## src/rtl/fifo_pkg.sv

```systemverilog
// Shared widths and defaults for the synchronous FIFO controller and its RAM.
// Keeping them in one place makes the RAM and the controller agree on sizes.
package fifo_pkg;

  localparam int FIFO_DATA_W   = 8;
  localparam int FIFO_ADDR_W   = 4;
  localparam int FIFO_DEPTH    = 2 ** FIFO_ADDR_W;
  localparam int FIFO_CNT_W    = FIFO_ADDR_W + 1;
  localparam int FIFO_AF_LEVEL = 14;

endpackage

```

## src/rtl/dual_port_ram.sv

```systemverilog
// Simple dual-port RAM with one write port and one registered read port.
// Read data appears one cycle after an enabled read.
module dual_port_ram
  import fifo_pkg::*;
#(
  parameter int DATA_W = FIFO_DATA_W,
  parameter int ADDR_W = FIFO_ADDR_W
) (
  input  logic              clk,
  input  logic              cs,
  input  logic              wr_en,
  input  logic              rd_en,
  input  logic [ADDR_W-1:0] wr_addr,
  input  logic [ADDR_W-1:0] rd_addr,
  input  logic [DATA_W-1:0] wr_data,
  output logic [DATA_W-1:0] rd_data
);

  logic [DATA_W-1:0] mem [2**ADDR_W];

  // Contents are deliberately never cleared; only the controller state resets.
  always_ff @(posedge clk) begin
    if (cs && wr_en) begin
      mem[wr_addr] <= wr_data;
    end
    if (cs && rd_en) begin
      rd_data <= mem[rd_addr];
    end
  end

endmodule

```

## src/rtl/sync_fifo_top.sv

```systemverilog
// Thin wrapper pairing the FIFO controller with its dual-port RAM.
module sync_fifo_top
  import fifo_pkg::*;
#(
  parameter int DATA_W   = FIFO_DATA_W,
  parameter int ADDR_W   = FIFO_ADDR_W,
  parameter int AF_LEVEL = FIFO_AF_LEVEL
) (
  input  logic              clk,
  input  logic              reset,
  input  logic              push,
  input  logic [DATA_W-1:0] push_data,
  input  logic              pop,
  output logic [DATA_W-1:0] pop_data,
  output logic              pop_valid,
  output logic              full,
  output logic              empty,
  output logic              almost_full,
  output logic [ADDR_W:0]   count,
  output logic              overflow,
  output logic              underflow
);

  logic              ram_cs;
  logic              ram_wr_en;
  logic              ram_rd_en;
  logic [ADDR_W-1:0] ram_wr_addr;
  logic [ADDR_W-1:0] ram_rd_addr;
  logic [DATA_W-1:0] ram_wr_data;
  logic [DATA_W-1:0] ram_rd_data;

  sync_fifo_ctrl #(
    .DATA_W   (DATA_W),
    .ADDR_W   (ADDR_W),
    .AF_LEVEL (AF_LEVEL)
  ) u_ctrl (
    .clk         (clk),
    .reset       (reset),
    .push        (push),
    .push_data   (push_data),
    .pop         (pop),
    .pop_data    (pop_data),
    .pop_valid   (pop_valid),
    .full        (full),
    .empty       (empty),
    .almost_full (almost_full),
    .count       (count),
    .overflow    (overflow),
    .underflow   (underflow),
    .ram_cs      (ram_cs),
    .ram_wr_en   (ram_wr_en),
    .ram_rd_en   (ram_rd_en),
    .ram_wr_addr (ram_wr_addr),
    .ram_rd_addr (ram_rd_addr),
    .ram_wr_data (ram_wr_data),
    .ram_rd_data (ram_rd_data)
  );

  dual_port_ram #(
    .DATA_W (DATA_W),
    .ADDR_W (ADDR_W)
  ) u_ram (
    .clk     (clk),
    .cs      (ram_cs),
    .wr_en   (ram_wr_en),
    .rd_en   (ram_rd_en),
    .wr_addr (ram_wr_addr),
    .rd_addr (ram_rd_addr),
    .wr_data (ram_wr_data),
    .rd_data (ram_rd_data)
  );

endmodule

```

## src/rtl/sync_fifo_ctrl.sv

```systemverilog
// FIFO controller: turns a push/pop stream into RAM accesses with wrapping
// pointers, and tracks occupancy, status flags and sticky error flags.
module sync_fifo_ctrl
  import fifo_pkg::*;
#(
  parameter int DATA_W   = FIFO_DATA_W,
  parameter int ADDR_W   = FIFO_ADDR_W,
  parameter int AF_LEVEL = FIFO_AF_LEVEL
) (
  input  logic              clk,
  input  logic              reset,
  input  logic              push,
  input  logic [DATA_W-1:0] push_data,
  input  logic              pop,
  output logic [DATA_W-1:0] pop_data,
  output logic              pop_valid,
  output logic              full,
  output logic              empty,
  output logic              almost_full,
  output logic [ADDR_W:0]   count,
  output logic              overflow,
  output logic              underflow,
  output logic              ram_cs,
  output logic              ram_wr_en,
  output logic              ram_rd_en,
  output logic [ADDR_W-1:0] ram_wr_addr,
  output logic [ADDR_W-1:0] ram_rd_addr,
  output logic [DATA_W-1:0] ram_wr_data,
  input  logic [DATA_W-1:0] ram_rd_data
);

  localparam int              DEPTH      = 2 ** ADDR_W;
  localparam logic [ADDR_W:0] FULL_LEVEL = (ADDR_W + 1)'(DEPTH);
  localparam logic [ADDR_W:0] AF_THRESH  = (ADDR_W + 1)'(AF_LEVEL);

  logic [ADDR_W-1:0] wr_ptr;
  logic [ADDR_W-1:0] rd_ptr;
  logic              push_ok;
  logic              pop_ok;

  assign full        = (count == FULL_LEVEL);
  assign empty       = (count == '0);
  assign almost_full = (count >= AF_THRESH);

  // Reset gates the accept terms so no RAM access can leak out during reset.
  assign push_ok = push && !full && !reset;
  assign pop_ok  = pop && !empty && !reset;

  assign ram_wr_en   = push_ok;
  assign ram_rd_en   = pop_ok;
  assign ram_cs      = push_ok || pop_ok;
  assign ram_wr_addr = wr_ptr;
  assign ram_rd_addr = rd_ptr;
  assign ram_wr_data = push_data;
  assign pop_data    = ram_rd_data;

  // Pointers wrap naturally at DEPTH; a simultaneous push and pop leaves count alone.
  always_ff @(posedge clk) begin
    if (reset) begin
      wr_ptr    <= '0;
      rd_ptr    <= '0;
      count     <= '0;
      pop_valid <= 1'b0;
      overflow  <= 1'b0;
      underflow <= 1'b0;
    end else begin
      if (push_ok) begin
        wr_ptr <= wr_ptr + ADDR_W'(1);
      end
      if (pop_ok) begin
        rd_ptr <= rd_ptr + ADDR_W'(1);
      end
      if (push_ok && !pop_ok) begin
        count <= count + (ADDR_W + 1)'(1);
      end else if (!push_ok && pop_ok) begin
        count <= count - (ADDR_W + 1)'(1);
      end
      pop_valid <= pop_ok;
      if (push && full) begin
        overflow <= 1'b1;
      end
      if (pop && empty) begin
        underflow <= 1'b1;
      end
    end
  end

endmodule
```

## config.mk

```make
export PLATFORM = sky130hd
export DESIGN_NAME = sync_fifo_top
export DESIGN_NICKNAME = d
export VERILOG_FILES = /design/src/rtl/fifo_pkg.sv /design/src/rtl/dual_port_ram.sv /design/src/rtl/sync_fifo_top.sv /design/src/rtl/sync_fifo_ctrl.sv
export SDC_FILE = /design/constraint.sdc
export NUM_CORES = 1
export LEC_CHECK = 0
export BUFFER_PORTS_ARGS = -buffer_cell sky130_fd_sc_hd__buf_4
export CORE_MARGIN = 3
export CORE_UTILIZATION = 55
export DETAILED_ROUTE_END_ITERATION = 8
export PLACE_DENSITY = 0.73
export REMOVE_ABC_BUFFERS = 1
export SYNTH_ARGS = -nofsm -noshare
export SYNTH_HDL_FRONTEND = slang
export SYNTH_HIERARCHICAL = 1
export SYNTH_SLANG_ARGS = --single-unit
```

## constraint.sdc

```tcl
create_clock -name clk -period 6.3 [get_ports clk]
set_input_delay 0.315 -clock clk [delete_from_list [all_inputs] [get_ports clk]]
set_output_delay 0.315 -clock clk [all_outputs]
set_load 0.05 [all_outputs]
```

==> flow_summary.ini <==
[die]
start_util = 0.569
io_pins = 31
rows = 38
fp.dieW_um = 112
dieHeight_um = 112
core_area_sq_mm = 0.0109
die_area_sq_mm = 0.0126

[sta]
setup_tns_ps = 0
skew_ps = 19.7
timing.fmax_ghz = 0.310
fin_ws_ps = 3070
whs_ps = 146
rsz0062_at_grt = false
finalWorstPathRequiredPeriod_ps = 3230
setup_viol = 0
worst_pin_slew_ps = 1330
slew_violations = 0
relSlewSlack = 0.106
hold_viol_final = 0
finalCritPeriodShare = 0.512

[synth]
synth_ff_type = edfxtp_1
netlist_top_cells_area = edfxtp_1 66%, mux4_2 6.5%, mux4_1 5.9%, dfxtp_1 5.2%, buf_4 2.2%
yosysTopAreaCell = edfxtp_1
yosysUniqueCellTypes = 39
synth_edf_count = 136
synth_commonest_cells = 136 x edfxtp_1, 32 x nor2_1, 18 x buf_4, 18 x mux4_2
syn_inst = 342
synth.top_cell.area_share = 0.657
synth_most_common_cell = edfxtp_1
avgSynthCellArea_sq_um = 18.2
yosysWarnings = 6
synthArstFlopShare = 0
yosys_register_bits = 152
seq_area_frac_synth = 0.708
syn_area_sq_mm = 0.00622

[clock_tree]
clkSinkCount = 152
cts_root_buffer = clkbuf_16
cts_buffers = 17
hold_buffers = 0
clk_pin_slew_ps = 60
cts.path.max_buffers = 2
htree_levels = 4
cts_setup_buffers = 0
clk_latency_ps = 420
cts_tree = done
cts_resized = 0

[pwr]
ir_worst_vdd_mv = 0.322
power.total_w = 0.00277
leakage_nw = 2.34
powerDensity_mw_per_mm2 = 397

[setup_path]
rr_worst_depth = 8
cp_max_fo = 8
endpoint = u_ram/mem[0][4]$_DFFE_PP_
cp-end-kind = flip-flop
cp.required_ps = 6320
critPathLaunch = u_ctrl/count[1]$_SDFFE_PP0P_
cp.arrival_ps = 3240
r2r_end = u_ram/mem[0][4]$_DFFE_PP_
reg2reg_from = u_ctrl/count[1]$_SDFFE_PP0P_
criticalPathCategory = reg2reg
reg2reg_slack_ps = 3070
crit_path_start_kind = flip-flop

[cells_and_area]
layout-drive-gt1-share = 0.228
area_delta_synth_final_pct = 12.1
antennaDiodeCount = 0
nets = 384
layout.cells.non_filler = 517

[detailed_routing]
finalWirelength_um = 11400
vias_per_cell = 5.98
drt_iter0_drc = 232
num_vias = 3090
detail_route.wl_per_cell_um = 22.1
firstDrtPassIters = 6
drc = 0
ant_nets = 0

[run_status]
status = completed

[global_route]
grt_pass1_wl_um = 18100
grt_max_degree = 34
antenna_found_initial = 0
grt_pass1_vias = 3205
track_usage = 0.195
globalRouteOverflowTotal = 0

[placement]
dp_worst_setup_slack_ps = 3210
placedCellCount = 485
hpwl_um = 6850
gp_congestion = 0.753
numPortBuffers = 30

[job]
maxCapViolCount = 0

[min_path]
holdCritPathClass = in2reg
whs_path_depth = 3
## area by class of cell
| class | instances | area, sq um |
|---|---|---|
| flip-flops and latches | 152 | 4410 |
| inverters | 9 | 33.8 |
| fillers | 761 | 3960 |
| clock inverters | 12 | 109 |
| multi-input cells | 151 | 1560 |
| well taps | 140 | 175 |
| clock buffers | 20 | 437 |
| repair buffers | 33 | 248 |
## cells in the final DEF (no fill, tap or decap), types with 2 or more instances in the layout
cell / synthesis / layout
edfxtp_1: 136 / 136
buf_4: 18 / 33
nor2_1: 32 / 32
mux4_2: 18 / 18
clkbuf_16: 0 / 17
a22oi_1: 16 / 16
dfxtp_1: 16 / 15
mux4_1: 14 / 14
nand2_1: 12 / 12
inv_1: 9 / 9
ha_1: 7 / 7
clkinv_2: 0 / 6
a21oi_1: 5 / 5
xnor2_1: 5 / 5
nand2b_1: 4 / 4
mux2i_1: 4 / 4
clkbuf_1: 2 / 3
clkinv_1: 0 / 3
and2_1: 3 / 3
xor2_1: 3 / 3
nand4b_1: 3 / 3
a211oi_1: 3 / 3
bufinv_16: 0 / 2
o211ai_1: 2 / 2
nor2b_1: 2 / 2
nor3_1: 4 / 2
nor3_2: 0 / 2
## stage by stage
stage	instance area (sq um)	util
2_1_floorplan	5990	-
3_3_place_gp	6430	0.588
3_5_place_dp	6430	0.588
4_1_cts	6970	0.638
5_1_grt	6970	0.638
6_report	6970	0.638
## registers in the layout, indices dropped and copies added, names as in the netlist
name,count
u_ram/mem,128
u_ctrl/ram_rd_addr,4
u_ctrl/ram_wr_addr,4
u_ctrl/pop_valid,1
u_ctrl/underflow,1
u_ram/rd_data,8
u_ctrl/count,5
u_ctrl/overflow,1
## report_power, final
part           leakage (nW)  total, W  internal (W)  switching (W)
registers              1.35   0.00119       0.00114      0.0000450
clock network         0.270  0.000938      0.000573       0.000365
logic                 0.711  0.000639      0.000277       0.000361
total                  2.34   0.00277       0.00199       0.000771
## how the worst min path moves through the flow
stage	from	endpoint	slack, ps
floorplan	reset	u_ctrl/count[0]$_SDFFE_PP0P_	390
global placement	u_ctrl/underflow$_SDFFE_PP0P_	u_ctrl/underflow$_SDFFE_PP0P_	460
detailed placement	u_ctrl/overflow$_SDFFE_PP0P_	u_ctrl/overflow$_SDFFE_PP0P_	460
CTS	push	u_ctrl/overflow$_SDFFE_PP0P_	130
global route	push	u_ctrl/overflow$_SDFFE_PP0P_	170
finish	push	u_ctrl/overflow$_SDFFE_PP0P_	150
## cells by family (layout without fill, tap and decap cells)
| family | after synthesis | in the layout | share of synthesized area |
|---|---|---|---|
| AOI/OAI and AO/OA | 30 | 30 | 0.0362 |
| adders and majority gates | 8 | 8 | 0.0173 |
| DFF | 152 | 152 | 0.708 |
| muxes | 37 | 37 | 0.133 |
| buffers and inverters | 39 | 74 | 0.0419 |
| and+or+nand+nor | 68 | 68 | 0.0525 |
| xor gates and xnor gates | 8 | 8 | 0.0113 |
## layer usage
metal  GRT usage  up-vias  share of wire
met2       0.307      103           0.50
met3      0.0593       13          0.069
met4      0.0721        0          0.013
met5           0        -              0
met1       0.261     1593           0.42
li1            -     1381              -
## critical path, cell delays in order, from the launching register on
cell and delay (ps):
dfxtp_1 460, nor4_1 150, a21oi_1 330, nand2b_1 130, ha_1 200, inv_1 110, nand2_1 60, or3_1 370
nor3_1 1030
Power figures use the tool's default switching activity.
